File: src/rtl/rv32_pkg.sv
// Shared rv32 pipeline constants: opcodes, writeback-select encodings and load funct3 values.
package rv32_pkg;

    localparam logic [6:0] OP_LUI    = 7'b0110111;
    localparam logic [6:0] OP_AUIPC  = 7'b0010111;
    localparam logic [6:0] OP_JAL    = 7'b1101111;
    localparam logic [6:0] OP_JALR   = 7'b1100111;
    localparam logic [6:0] OP_BRANCH = 7'b1100011;
    localparam logic [6:0] OP_LOAD   = 7'b0000011;
    localparam logic [6:0] OP_STORE  = 7'b0100011;
    localparam logic [6:0] OP_IMM    = 7'b0010011;
    localparam logic [6:0] OP_REG    = 7'b0110011;

    typedef enum logic [1:0] {
        WB_SEL_MEM = 2'b00,
        WB_SEL_ALU = 2'b01,
        WB_SEL_PC4 = 2'b10,
        WB_SEL_RSV = 2'b11
    } wb_sel_e;

    localparam logic [2:0] F3_LB  = 3'b000;
    localparam logic [2:0] F3_LH  = 3'b001;
    localparam logic [2:0] F3_LW  = 3'b010;
    localparam logic [2:0] F3_LBU = 3'b100;
    localparam logic [2:0] F3_LHU = 3'b101;

    // Stores and branches reuse bits [11:7] as immediate, so they never own a destination.
    function automatic logic writes_rd(input logic [6:0] opcode);
        return (opcode != OP_STORE) && (opcode != OP_BRANCH);
    endfunction

endpackage

File: src/rtl/rv32_regfile.sv
// Integer register file: one synchronous write port, two combinational read ports that
// forward a same-cycle write, x0 reads as zero.
module rv32_regfile #(
    parameter int XLEN  = 32,
    parameter int NREGS = 32,
    parameter int AW    = $clog2(NREGS)
) (
    input  logic            clk,
    input  logic            rst,
    input  logic            i_we,
    input  logic [AW-1:0]   i_waddr,
    input  logic [XLEN-1:0] i_wdata,
    input  logic [AW-1:0]   i_raddr1,
    input  logic [AW-1:0]   i_raddr2,
    output logic [XLEN-1:0] o_rdata1,
    output logic [XLEN-1:0] o_rdata2
);

    logic [XLEN-1:0] r_regs [NREGS];

    // Entry 0 is cleared on reset and never written, so it stays zero.
    always_ff @(posedge clk) begin
        if (rst) begin
            for (int i = 0; i < NREGS; i++) begin
                r_regs[i] <= '0;
            end
        end else if (i_we && (i_waddr != '0)) begin
            r_regs[i_waddr] <= i_wdata;
        end
    end

    assign o_rdata1 = (i_raddr1 == '0)                  ? '0      :
                      (i_we && (i_raddr1 == i_waddr))   ? i_wdata :
                                                          r_regs[i_raddr1];

    assign o_rdata2 = (i_raddr2 == '0)                  ? '0      :
                      (i_we && (i_raddr2 == i_waddr))   ? i_wdata :
                                                          r_regs[i_raddr2];

endmodule

File: src/rtl/wb_stage.sv
// Writeback stage: selects and load-formats the writeback value, gates the register write,
// owns the register file with bypassed decode read ports, and counts retired instructions.
module wb_stage #(
    parameter int XLEN  = 32,
    parameter int NREGS = 32,
    parameter int CNT_W = 64
) (
    input  logic             clk,
    input  logic             rst,
    input  logic [1:0]       wb_sel,
    input  logic             regWEn,
    input  logic [31:0]      instr_wb,
    input  logic [XLEN-1:0]  alu_result,
    input  logic [XLEN-1:0]  mem_rdata,
    input  logic [XLEN-1:0]  pc_plus4,
    input  logic [4:0]       rs1_addr,
    input  logic [4:0]       rs2_addr,
    output logic [XLEN-1:0]  rs1_data,
    output logic [XLEN-1:0]  rs2_data,
    output logic             wb_we,
    output logic [4:0]       wb_rd,
    output logic [XLEN-1:0]  wb_data,
    output logic [CNT_W-1:0] instret
);
    import rv32_pkg::*;

    logic [6:0]      w_opcode;
    logic [4:0]      w_rd;
    logic [2:0]      w_funct3;
    logic [1:0]      w_off;
    logic [7:0]      w_bytes  [4];
    logic [15:0]     w_halves [2];
    logic [7:0]      w_byte;
    logic [15:0]     w_half;
    logic [XLEN-1:0] w_load;
    logic [XLEN-1:0] w_data;
    logic            w_we;
    logic            w_unused;

    logic [CNT_W-1:0] r_instret;

    assign w_opcode = instr_wb[6:0];
    assign w_rd     = instr_wb[11:7];
    assign w_funct3 = instr_wb[14:12];
    assign w_off    = alu_result[1:0];
    assign w_unused = ^instr_wb[31:15];

    genvar gi;
    generate
        for (gi = 0; gi < 4; gi++) begin : g_bytes
            assign w_bytes[gi] = mem_rdata[8*gi +: 8];
        end
        for (gi = 0; gi < 2; gi++) begin : g_halves
            assign w_halves[gi] = mem_rdata[16*gi +: 16];
        end
    endgenerate

    // Misaligned halfword accesses just use the half picked by off[1]; traps are raised upstream.
    always_comb begin
        w_load = '0;
        w_byte = w_bytes[w_off];
        w_half = w_halves[w_off[1]];
        case (w_funct3)
            F3_LB:   w_load = {{(XLEN-8){w_byte[7]}}, w_byte};
            F3_LBU:  w_load = {{(XLEN-8){1'b0}}, w_byte};
            F3_LH:   w_load = {{(XLEN-16){w_half[15]}}, w_half};
            F3_LHU:  w_load = {{(XLEN-16){1'b0}}, w_half};
            F3_LW:   w_load = mem_rdata;
            default: w_load = '0;
        endcase
    end

    always_comb begin
        w_data = '0;
        case (wb_sel)
            WB_SEL_MEM: w_data = w_load;
            WB_SEL_ALU: w_data = alu_result;
            WB_SEL_PC4: w_data = pc_plus4;
            default:    w_data = '0;
        endcase
    end

    assign w_we = regWEn & ~rst & (w_rd != 5'd0) & (wb_sel != WB_SEL_RSV) & writes_rd(w_opcode);

    // Every non-bubble retires, including stores, branches and x0 writes.
    always_ff @(posedge clk) begin
        if (rst) begin
            r_instret <= '0;
        end else if (instr_wb != 32'h0) begin
            r_instret <= r_instret + CNT_W'(1);
        end
    end

    rv32_regfile #(
        .XLEN  (XLEN),
        .NREGS (NREGS),
        .AW    (5)
    ) u_regfile (
        .clk      (clk),
        .rst      (rst),
        .i_we     (w_we),
        .i_waddr  (w_rd),
        .i_wdata  (w_data),
        .i_raddr1 (rs1_addr),
        .i_raddr2 (rs2_addr),
        .o_rdata1 (rs1_data),
        .o_rdata2 (rs2_data)
    );

    assign wb_we   = w_we;
    assign wb_rd   = w_rd;
    assign wb_data = w_data;
    assign instret = r_instret;

endmodule
File: config.mk
export PLATFORM = sky130hd
export DESIGN_NAME = wb_stage
export DESIGN_NICKNAME = d
export VERILOG_FILES = /design/src/rtl/rv32_pkg.sv /design/src/rtl/rv32_regfile.sv /design/src/rtl/wb_stage.sv
export SDC_FILE = /design/constraint.sdc
export NUM_CORES = 2
export LEC_CHECK = 0
export ABC_CLOCK_PERIOD_IN_PS = 7000
export BUFFER_PORTS_ARGS = -buffer_cell sky130_fd_sc_hd__clkbuf_2
export CORE_MARGIN = 3
export CORE_UTILIZATION = 65
export CTS_CLUSTER_DIAMETER = 50
export DETAILED_ROUTE_END_ITERATION = 8
export PLACE_DENSITY_LB_ADDON = 0.1
export SYNTH_ARGS = -nofsm -noshare
export SYNTH_HDL_FRONTEND = slang
export SYNTH_SLANG_ARGS = --single-unit
File: constraint.sdc
create_clock -name clk -period 7 [get_ports clk]
set_input_delay 0.7 -clock clk [delete_from_list [all_inputs] [get_ports clk]]
set_output_delay 0.7 -clock clk [all_outputs]
set_load 0.03 [all_outputs]
==> results.cfg <==
[grt]
grt_pass1_vias = 41900
grt_max_degree = 94
track_usage = 0.442
overflow = 0
antenna_found_initial = 4
grt_pass1_wl_um = 286000

[routing]
wl_per_cell_um = 36.0
drc = 0
viasPerCell = 7.62
vias = 42400
dr.pass1.iters = 7
wl_um = 200000
drtAntennaViolNets = 0
drt_iter0_drc = 7699

[setup_path]
critical_path.endpoint_type = output pin
worstPathRequired_ps = 6300
path_max_fanout = 70
critPathLaunch = rs1_addr[0]
path_buf_inv = 3
crit_cells = 8
cp-start-kind = input port
path_class = in2out
reg2regPathDepth = 5
reg2reg_from = instret[7]
path_cells = buf_8 -> buf_4 -> mux4_2 -> a22o_1 -> a221oi_1 -> and3_1 -> o22ai_1 -> clkbuf_2
cpLargestDelayFamily = buffers and inverters
crit_path_top_delay_cell = a221oi_1
cp.arrival_ps = 4520
slowest_delay_ps = 1050

[clocking]
htreeDepth = 3
hold_buffers = 0
post_cts_buffers = 0
clk_path_buf_depth = 3
clkLatencyLatePin_ps = 700
path_clk_slew_ps = 60
tritoncts = yes
cts_root_buffer = clkbuf_16
cts_resized = 0
cts-buffers-inserted = 117
clkSinkCount = 1088

[yosys]
ys_seq_elements = 1088
synth_ff_type = edfxtp_1
ys.warnings.count = 0
syn_area_per_cell_um2 = 13.7
ys_seq_area_frac = 0.562
async_reset_ff_frac = 0
syn_inst = 4156
syn_area_um2 = 57000
synth_edf_count = 1024
synth.distinct_cells = 80

[place]
portBuffers = 308
dp.cells = 5341
pre_cts_slack_ps = 2000
dp_hpwl_um = 120000
gp_congestion = 0.976

[power_and_ir_drop]
vdd_drop_max_mv = 0.201
power_density_nw_per_um2 = 253
leakage_nw = 21.4

[hold_path]
hp-class = in2reg
hold_depth = 2
worstHoldStart = rst

[flow_run]
drv_cap = 0

[floorplan]
fp.dieW_um = 302
fp.coreArea_um2 = 86100
start_util = 0.662
fp.dieH_um = 302
ios = 309
die_area_um2 = 91300
rows = 107

[sta]
worst_slack_ps = 1780
finalClockSkew_ps = 11.3
rsz0062_at_grt = false
fmax_ghz = 0.191
slew_viol_final = 0
fin_crit_sh = 0.746
timing_worst_slew_pin_value_ps = 1370
slew_headroom = 0.0865
layout_min_cycle_time_ps = 5220
finalSetupViolCount = 0
hold_violations = 0
tns_ps = 0

[layout]
layout_commonest_cell = edfxtp_1
layout.nets = 4461
fillers = 5492
layout_common_cells = edfxtp_1 (1,024), nor2_1 (1,021), mux4_2 (479), clkbuf_2 (302), buf_4 (155)
area_growth_pct = 10.8
drive_gt1_frac = 0.278
finalNonFillerCells = 5561

[outcome]
outcome = finished, final reports clean
-- cells in the mapped netlist (all sizes together), types with 34 or more instances --
master,count,area (µm²)
nor2,1028,3880
edfxtp,1024,30700
mux4,479,10800
buf,257,1560
clkbuf,201,754
nand2,106,398
mux2i,99,995
a221oi,95,943
a22oi,86,651
o21ai,82,410
a22o,67,587
dfxtp,64,1280
o22ai,62,388
a21oi,57,312
inv,43,161
nand2b,36,225
and3,35,219
nand3,34,170
-- state kept, by name, indices dropped and copies added (netlist names) --
name,cells
instret,64
u_regfile.r_regs,1024
-- power breakdown --
part | internal, mW | leakage (nW) | switching, mW
clock network | 3.47 | 1.83 | 2.67
registers | 7.44 | 10.3 | 0.185
logic | 0.783 | 9.29 | 1.40
-- metal layers --
metal | part of all wire | wire length, µm | GRT usage
met5 | 0.00016 | 32 | 0
met2 | 0.44 | 88000 | 0.648
met4 | 0.075 | 14900 | 0.274
met1 | 0.31 | 62900 | 0.569
met3 | 0.17 | 34200 | 0.157
-- cell families (layout without fill, tap and decap cells) --
kind of cell / after synthesis / count (layout) / synth area share
and+or+nand+nor: 1407 / 1407 / 0.108
DFF: 1088 / 1088 / 0.562
muxes: 585 / 585 / 0.208
AOI/OAI and AO/OA: 556 / 556 / 0.0757
buffers and inverters: 502 / 728 / 0.0436
xor gates and xnor gates: 16 / 16 / 0.00246
adders and majority gates: 1 / 1 / 0.000220
other: 1 / 36 / 0.0000658
-- metrics by stage --
step | total power [mW] | hold slack, ps | cell area [µm²] | utilization
floorplan | 9.07 | 610 | 57100 | -
global placement | 9.80 | 477 | 59300 | 0.689
detailed placement | 9.84 | 491 | 59300 | 0.689
CTS | 15.9 | 429 | 63100 | 0.733
global route | 16.3 | 476 | 63100 | 0.733
finish | 15.9 | 459 | 63100 | 0.733
-- worst paths after layout --
kind                               endpoint  slack (ps)
worst max-delay path            rs1_data[6]        1780
worst min-delay path            instret[59]         460
worst max register to register  instret[48]        4030
worst min register to register  instret[60]         500
-- area by class of cell --
| type | instances | area, µm² | area share |
|---|---|---|---|
| Multi-Input combinational cell | 2597 | 22800 | 0.361 |
| Timing Repair Buffer | 469 | 2880 | 0.0456 |
| Clock buffer | 131 | 3040 | 0.0482 |
| Antenna cell | 4 | 10.0 | 0.000159 |
| Clock inverter | 84 | 742 | 0.0118 |
| Tap cell | 1144 | 1430 | 0.0227 |
| Sequential cell | 1088 | 32000 | 0.507 |
| Inverter | 44 | 165 | 0.00262 |
-- worst register-to-register path: stages, from the launching register on --
cell	delay, ps
dfxtp_1	450
nand4_2	350
nor3_2	510
nand4_1	690
or4_1	740
a21oi_1	170
No activity file was read; power rests on OpenSTA's default activity.
